==> src/rtl/mem_access_unit_pkg.sv <==
// Shared types for the MEM-stage data-memory sequencer: load kinds, FSM states
// and byte-mask constants.
package mem_access_unit_pkg;

  localparam logic [2:0] LT_LB  = 3'd1;
  localparam logic [2:0] LT_LH  = 3'd2;
  localparam logic [2:0] LT_LW  = 3'd3;
  localparam logic [2:0] LT_LBU = 3'd4;
  localparam logic [2:0] LT_LHU = 3'd5;

  localparam logic [3:0] MASK_BYTE = 4'b0001;
  localparam logic [3:0] MASK_HALF = 4'b0011;
  localparam logic [3:0] MASK_WORD = 4'b1111;

  typedef enum logic [2:0] {
    LK_BYTE_S = 3'd0,
    LK_HALF_S = 3'd1,
    LK_WORD   = 3'd2,
    LK_BYTE_U = 3'd3,
    LK_HALF_U = 3'd4
  } load_kind_e;

  typedef enum logic [1:0] {
    ST_IDLE = 2'd0,
    ST_REQ  = 2'd1,
    ST_WAIT = 2'd2,
    ST_DONE = 2'd3
  } state_e;

  // Unknown load_type codes fall back to a full word load.
  function automatic load_kind_e decode_load_type(input logic [2:0] lt);
    case (lt)
      LT_LB:   decode_load_type = LK_BYTE_S;
      LT_LH:   decode_load_type = LK_HALF_S;
      LT_LW:   decode_load_type = LK_WORD;
      LT_LBU:  decode_load_type = LK_BYTE_U;
      LT_LHU:  decode_load_type = LK_HALF_U;
      default: decode_load_type = LK_WORD;
    endcase
  endfunction

  function automatic logic [3:0] load_mask(input load_kind_e kind);
    case (kind)
      LK_BYTE_S, LK_BYTE_U: load_mask = MASK_BYTE;
      LK_HALF_S, LK_HALF_U: load_mask = MASK_HALF;
      LK_WORD:              load_mask = MASK_WORD;
      default:              load_mask = MASK_WORD;
    endcase
  endfunction

endpackage

==> src/rtl/mem_access_unit_load_extend.sv <==
// Combinational load lane select plus sign/zero extension; shared with the
// forwarding path so both see identical load results.
module mem_access_unit_load_extend
  import mem_access_unit_pkg::*;
(
  input  logic [31:0] rdata,
  input  logic [1:0]  sel,
  input  load_kind_e  kind,
  output logic [31:0] data
);

  logic [31:0] shifted_s;

  // Shift the addressed lane down to bit 0, then extend per load kind.
  always_comb begin
    shifted_s = rdata >> {sel, 3'b000};
    case (kind)
      LK_BYTE_S: data = {{24{shifted_s[7]}}, shifted_s[7:0]};
      LK_HALF_S: data = {{16{shifted_s[15]}}, shifted_s[15:0]};
      LK_BYTE_U: data = {24'h000000, shifted_s[7:0]};
      LK_HALF_U: data = {16'h0000, shifted_s[15:0]};
      LK_WORD:   data = shifted_s;
      default:   data = shifted_s;
    endcase
  end

endmodule

==> src/rtl/mem_access_unit.sv <==
// MEM-stage data-memory sequencer: runs one req/gnt/rvalid transaction per
// access, stalls the pipeline meanwhile and returns extended load data.
module mem_access_unit
  import mem_access_unit_pkg::*;
#(
  parameter int AW      = 32,
  parameter int TIMEOUT = 64
) (
  input  logic          clk,
  input  logic          rst_n,
  input  logic          cache_read_en,
  input  logic [3:0]    cache_write_en,
  input  logic [2:0]    load_type,
  input  logic [AW-1:0] addr,
  input  logic [31:0]   store_data,
  output logic          mem_req_o,
  output logic          mem_we_o,
  output logic [3:0]    mem_be_o,
  output logic [AW-1:0] mem_addr_o,
  output logic [31:0]   mem_wdata_o,
  input  logic          mem_gnt_i,
  input  logic          mem_rvalid_i,
  input  logic [31:0]   mem_rdata_i,
  output logic [31:0]   load_data_o,
  output logic          load_valid_o,
  output logic          stall_o,
  output logic          bus_err_o
);

  localparam int CW = (TIMEOUT > 2) ? $clog2(TIMEOUT) : 1;
  localparam logic [CW-1:0] CNT_LAST = CW'(TIMEOUT - 1);

  state_e        state_r, state_s;
  logic [CW-1:0] cnt_r;
  logic          we_r;
  logic [3:0]    be_r;
  logic [AW-1:0] addr_r;
  logic [31:0]   wdata_r;
  load_kind_e    kind_r;
  logic [31:0]   load_data_r;
  logic          load_valid_r;
  logic          bus_err_r;

  logic          access_s;
  logic          stall_s;
  load_kind_e    kind_s;
  logic [3:0]    be_s;
  logic [31:0]   wdata_s;
  logic [31:0]   ext_s;
  logic          timeout_s;

  assign access_s  = cache_read_en | (|cache_write_en);
  assign kind_s    = decode_load_type(load_type);
  assign timeout_s = (cnt_r == CNT_LAST) & ~mem_rvalid_i;

  // Request bundle as it would be latched this cycle; a set read enable wins over stores.
  always_comb begin
    if (cache_read_en) begin
      be_s = load_mask(kind_s) << addr[1:0];
    end else begin
      be_s = cache_write_en << addr[1:0];
    end
    wdata_s = store_data << {addr[1:0], 3'b000};
  end

  // Next-state and stall decode.
  always_comb begin
    state_s = state_r;
    stall_s = 1'b0;
    case (state_r)
      ST_IDLE: begin
        if (access_s) begin
          state_s = ST_REQ;
          stall_s = 1'b1;
        end else begin
          state_s = ST_IDLE;
        end
      end
      ST_REQ: begin
        stall_s = 1'b1;
        if (mem_gnt_i) begin
          state_s = we_r ? ST_DONE : ST_WAIT;
        end else begin
          state_s = ST_REQ;
        end
      end
      ST_WAIT: begin
        stall_s = 1'b1;
        if (mem_rvalid_i || timeout_s) begin
          state_s = ST_DONE;
        end else begin
          state_s = ST_WAIT;
        end
      end
      ST_DONE: state_s = ST_IDLE;
      default: state_s = ST_IDLE;
    endcase
  end

  // FSM state register.
  always_ff @(posedge clk or negedge rst_n) begin
    if (!rst_n) state_r <= ST_IDLE;
    else        state_r <= state_s;
  end

  // Timeout counter: counts WAIT cycles, cleared everywhere else.
  always_ff @(posedge clk or negedge rst_n) begin
    if (!rst_n)                 cnt_r <= '0;
    else if (state_r == ST_WAIT) cnt_r <= cnt_r + 1'b1;
    else                        cnt_r <= '0;
  end

  // Registered request bundle, frozen from IDLE until the next access.
  always_ff @(posedge clk or negedge rst_n) begin
    if (!rst_n) begin
      we_r    <= 1'b0;
      be_r    <= 4'b0000;
      addr_r  <= '0;
      wdata_r <= 32'h0000_0000;
      kind_r  <= LK_WORD;
    end else if (state_r == ST_IDLE && access_s) begin
      we_r    <= ~cache_read_en;
      be_r    <= be_s;
      addr_r  <= addr;
      wdata_r <= wdata_s;
      kind_r  <= kind_s;
    end
  end

  mem_access_unit_load_extend u_load_extend (
    .rdata (mem_rdata_i),
    .sel   (addr_r[1:0]),
    .kind  (kind_r),
    .data  (ext_s)
  );

  // Load result, one-cycle valid pulse in DONE, and sticky bus error.
  always_ff @(posedge clk or negedge rst_n) begin
    if (!rst_n) begin
      load_data_r  <= 32'h0000_0000;
      load_valid_r <= 1'b0;
      bus_err_r    <= 1'b0;
    end else if (state_r == ST_WAIT && mem_rvalid_i) begin
      load_data_r  <= ext_s;
      load_valid_r <= 1'b1;
    end else if (state_r == ST_WAIT && timeout_s) begin
      load_data_r  <= 32'h0000_0000;
      load_valid_r <= 1'b1;
      bus_err_r    <= 1'b1;
    end else begin
      load_valid_r <= 1'b0;
    end
  end

  assign mem_req_o    = (state_r == ST_REQ);
  assign mem_we_o     = we_r;
  assign mem_be_o     = be_r;
  assign mem_addr_o   = {addr_r[AW-1:2], 2'b00};
  assign mem_wdata_o  = wdata_r;
  assign load_data_o  = load_data_r;
  assign load_valid_o = load_valid_r;
  assign stall_o      = stall_s;
  assign bus_err_o    = bus_err_r;

endmodule
==> config.mk <==
export PLATFORM = sky130hd
export DESIGN_NAME = mem_access_unit
export DESIGN_NICKNAME = d
export VERILOG_FILES = /design/src/rtl/mem_access_unit_pkg.sv /design/src/rtl/mem_access_unit_load_extend.sv /design/src/rtl/mem_access_unit.sv
export SDC_FILE = /design/constraint.sdc
export NUM_CORES = 1
export LEC_CHECK = 0
export BUFFER_PORTS_ARGS = -buffer_cell sky130_fd_sc_hd__buf_4
export CORE_MARGIN = 2
export CORE_UTILIZATION = 46
export CTS_CLUSTER_DIAMETER = 100
export DETAILED_ROUTE_END_ITERATION = 8
export PLACE_DENSITY_LB_ADDON = 0.25
export REMOVE_ABC_BUFFERS = 1
export SETUP_SLACK_MARGIN = 0.4
export SYNTH_ARGS = -nofsm -noshare
export SYNTH_HDL_FRONTEND = slang
export SYNTH_HIERARCHICAL = 1
export SYNTH_SLANG_ARGS = --single-unit
==> constraint.sdc <==
create_clock -name clk -period 1.8 [get_ports clk]
set_input_delay 0.09 -clock clk [delete_from_list [all_inputs] [get_ports clk]]
set_output_delay 0.09 -clock clk [all_outputs]
set_load 0.03 [all_outputs]
==> Word-level counts from Yosys, hierarchy flattened <==
Cells that the tools add are included.
{ "word_totals": {"register_bits": 114, "output_inout_bits": 105, "wordCells": 64} }
{ "op_classes": {"n_addsub": 1, "eq_ne": 14, "shift": 4, "n_mux": 17, "bitwise": 5, "n_reduce_logical": 13} }
{ "ops": {"columns": ["op", "n"], "rows": [
  ["$pmux 32 s4", 1],
  ["$mux 32", 2],
  ["$shl 32x5->32", 1],
  ["$shr 32x5->32", 1],
  ["$eq 3x3->1 const B", 4],
  ["$pmux 3 s4", 1],
  ["$eq 3x1->1 const B", 3],
  ["$eq 3x2->1 const B", 3],
  ["$mux 4", 2],
  ["$pmux 2 s4", 1],
  ["$pmux 4 s2", 1],
  ["$shl 4x2->4", 2],
  ["$add 6x1->6 const B", 1],
  ["$eq 6x6->1 const B", 1],
  ["$logic_not 3->1", 2],
  ["$mux 1", 6],
  ["$mux 6", 1],
  ["$reduce_or 2->1", 3],
  ["$eq 2x2->1 const B", 2],
  ["$reduce_or 4->1", 1],
  ["$logic_and 1x1->1", 3],
  ["$not 1->1", 3],
  ["$eq 2x1->1 const B", 1],
  ["$logic_not 2->1", 1],
  ["7 further kinds", 7]
]} }

==> Logic depth before layout (Yosys ltp) <==
{ "depth": {"ltp_word": 8, "mapped_depth": 8} }

==> By module <==
The synthesis kept the hierarchy.
{ "by_module_without_submodules": {"columns": ["mod", "n_inst", "cells_per_inst", "area_each_um2"], "rows": [
  ["mem_access_unit", 1, 507, 5310.1],
  ["mem_access_unit_load_extend", 1, 106, 760.7]
]} }

==> Worst setup path after synthesis <==
Ideal clock, no wire load.
{ "synth_timing": {"path_kind": "flip-flop to output port", "from": "register state_r[0]", "to": "output port stall_o", "arrival_ns": 1.633, "required_ns": 1.710, "setup_slack_ns": 0.077, "stages_incl_launch_ff": 7, "path_buffers": 2, "path_cell_list": "dfrtp_1 inv_1 ha_1 o41ai_4 buf_6 buf_2 a21oi_1"} }
{ "synth_via": {"elab_chain_len": 3} }
{ "synth_rtl": {"columns": ["item", "line", "text"], "rows": [
  ["from (decl)", "mem_access_unit.sv:33", "state_e state_r, state_s;"],
  ["from (signal assigned)", "mem_access_unit.sv:103", "else state_r <= state_s;"],
  ["$eq 2x1->1 / $eq 2x2->1 (equally long branches)", "mem_access_unit.sv:70", "case (state_r)"],
  ["$reduce_or 2->1 (no source line)", null, null],
  ["$pmux 1 s2 *", "mem_access_unit.sv:70", null],
  ["to (decl)", "mem_access_unit.sv:26", "output logic stall_o,"]
]} }
Mark *: on every way between the ends. The rest lies on a longest branch, timed or not.

==> Worst setup path after layout <==
Ends and elaborated chain as after synthesis.

==> metrics.md <==
| Metric | Value |
|---|---|
| Diodes inserted | 0 |
| Total global-route track usage | 26.5% |
| Sink Count | 114 |
| EDFF count, synth | 0 |
| Max clock buf depth | 2 |
| Pwr per Cell Area | 1870 nW/um^2 |
| Worst Path Required | 1.71 ns |
| Tcrit/Tclk final | 95.3% |
| Placed instance area | 7680 um^2 |
| CTS Buf Count | 17 |
| Chip width | 119 um |
| Critical path peak fanout | 3 |
| Worst hold path type | in -> reg |
| Filler instances | 760 |
| Final instance area | 9890 um^2 |
| Worst-path clk slew | 0.05 ns |
| Full die area | 14,100 um^2 |
| Achievable Freq | 583 MHz |
| Unrepaired setup endpoints after global routing | yes |
| Clock latency at the later pin of the worst-skew pair | 0.42 ns |
| Post-route DRC | 0 |
| Synth Area per Inst | 9.90 um^2 |
| Worst-Margin Slew | 0.921 ns |
| Row cnt | 41 |
| First-pass DRT Iterations | 5 |
| CORE AREA | 12,800 um^2 |
| Max-slew violations | 0 |
| Largest net degree at the start of global routing | 41 |
| CP Capture Type | primary output |
| Post-Syn Area | 6070 um^2 |
| Global route total overflow | 0 |
| Setup CP Type | reg -> out |
| CTS tree | yes |
| Maximum VDD drop | 1.22 mV |
| Final Hold Fails | 0 |
| Number of global-route vias before repair | 5,702 |
| Syn Inst Count | 613 |
| Placer Congestion | 0.842 |
| Leakage | 4.94 nW |
| Final worst setup slack | 0.0838 ns |
| Antenna-violating nets left | 0 |
| Place WS | -0.0128 ns |
| Vias per cell | 5.51 |
| Reg area | 2860 um^2 |
| Final wirelength | 21.6 mm |
| Relative slew slack | 38.4% |
| Fin nets | 1,004 |
| # port buffers | 210 |
| Avg WL per Cell | 20.1 um |
| Num ports | 213 |
| Hold WS | 0.0197 ns |
| Setup crit start kind | flip-flop |
| Layout cells sized above 1 | 45.2% |
| Outcome | completed |
| Main synth FF type | dfrtp_1 |
| Final setup fails | 0 |
| First-pass GRT wire length | 29.3 mm |
| Final Skew | 0.00757 ns |
| Die height | 119 um |
| Final Power | 0.0185 W |
| Max cap viols | 0 |
| Syn-to-layout area delta | 62.9% |
| Post-synth ARST share | 100% |
| DR iter-0 viols | 502 |
| Multi-input gate area | 3190 um^2 |
| Yosys reg bits | 114 |
| Critical path data arrival time | 1.63 ns |
| Post-synth cell types | 51 |
| Htree depth | 4 |
| Sequential fraction of the synthesis area | 47.0% |
| Ys Warns | 6 |
| Initial antenna violation count | 0 |
| DR vias | 5,914 |
| Initial core utilization | 47.5% |
| HPWL after detailed placement | 11.6 mm |
| Min cycle time layout | 1.72 ns |
| Root Driver | clkbuf_16 |
[through the flow]
stage               instances  util, %  TNS (ns)
finish                   1073     77.4         0
global route             1073     77.4         0
CTS                      1053     72.3         0
detailed placement        947     60.1   -0.0231
global placement          947     60.1         0
floorplan                 541        -   -136.29
[critical path, cell delays in order, from the launching register on]
cell and delay, ns:
dfrtp_1 0.41, inv_2 0.10, ha_4 0.16, o41ai_4 0.09, buf_4 0.17, a21oi_4 0.13
buf_6 0.15
[layout by cell type, fill, tap and decap left out, types with 5 or more instances in the layout]
cell type        n
a211oi_1        16
a21o_1           9
a21oi_1         24
buf_12          11
buf_16           5
buf_4          238
buf_6           11
clkbuf_16       24
clkbuf_8         6
dfrtp_1        111
dlygate4sd3_1   56
mux2_2           8
mux2_4          38
mux2i_1         31
nand2_1        116
nand2b_1         7
nand3_1         16
nand3_2         21
nor2_1          11
nor2b_1         20
o21ai_0         23
o21ai_1          5
o21ai_2          8
o2bb2ai_1        8
o31ai_1          5
xnor2_1          5
[routing by layer]
layer / up-vias / share of wire, % / track usage, %
li1: 2658 / - / -
met1: 2863 / 36 / 30.5
met2: 333 / 52 / 44.4
met3: 60 / 8.4 / 9.34
met4: 0 / 3.5 / 11.8
met5: - / 0 / 0
[final timing paths]
path,start,endpoint,slack [ns],depth (start not counted)
worst min register to register,cnt_r[0],cnt_r[0],0.47,1
min in group asynchronous,rst_n,addr_r[26],0.15,2
worst min-delay path,mem_rdata_i[24],load_data_o[24],0.02,4
worst max register to register,state_r[0],load_data_o[22],0.09,9
max in group asynchronous,rst_n,kind_r[1],1.04,3
worst max-delay path,state_r[0],stall_o,0.08,6
[report_power, final]
group | internal (W) | leakage, nW | switching [W]
Sequential | 0.00370 | 1.42 | 0.000850
Clock | 0.00209 | 0.278 | 0.00116
Combinational | 0.00495 | 3.24 | 0.00571
[area by class of cell]
class	count	area share [%]
clock buffers	26	5.25
clock inverters	4	0.481
inverters	3	0.114
multi-input cells	424	32.2
flip-flops and latches	114	28.9
well taps	172	2.18
repair buffers	330	30.9
[cells in the mapped netlist, types with 7 or more instances]
library cell / instances / share of area, %
o21ai_0: 28 / 2.3
buf_4: 35 / 4.3
nor2b_1: 21 / 2.2
a211oi_1: 16 / 2.0
dfrtp_1: 113 / 47
mux2i_1: 31 / 5.1
nand2_1: 120 / 7.4
nand2b_1: 7 / 0.72
mux2_1: 7 / 1.3
o2bb2ai_1: 8 / 1.2
mux2_2: 39 / 7.2
nand3_1: 37 / 3.1
a21o_1: 10 / 1.2
clkbuf_1: 17 / 1.1
nor2_1: 12 / 0.74
a21oi_1: 25 / 2.1
buf_2: 13 / 1.1
o31ai_1: 11 / 1.4
o21ai_2: 8 / 1.2
[flip-flops by register name (all words and copies together) (netlist names), named ones only]
name and count:
addr_r 32, load_data_o 32, mem_wdata_o 32, cnt_r 6, mem_be_o 4, kind_r 3
bus_err_o 1, load_valid_o 1, mem_we_o 1, state_r 1
[logic make-up (layout without fill, tap and decap cells)]
kind of cell               Yosys count  after routing  share of synthesized area, %
adders and majority gates            6              6                          1.24
DFF                                114            114                          47.0
AOI/OAI and AO/OA                  117            117                          13.1
other                                1              2                        0.0618
xor gates and xnor gates             6              6                         0.866
muxes                               77             77                          13.6
and+or+nand+nor                    216            216                          16.4
buffers and inverters               76            363                          7.63
[repair_timing]
action,CTS,global route
pin swaps,6,39
hold endpoints to repair,150,0
setup buffers,14,11
hold buffers,56,0
resized for setup,33,98
endpoints found under the setup margin,108,105
cloned,6,9
Note: power is estimated with default switching activity, not from simulation.
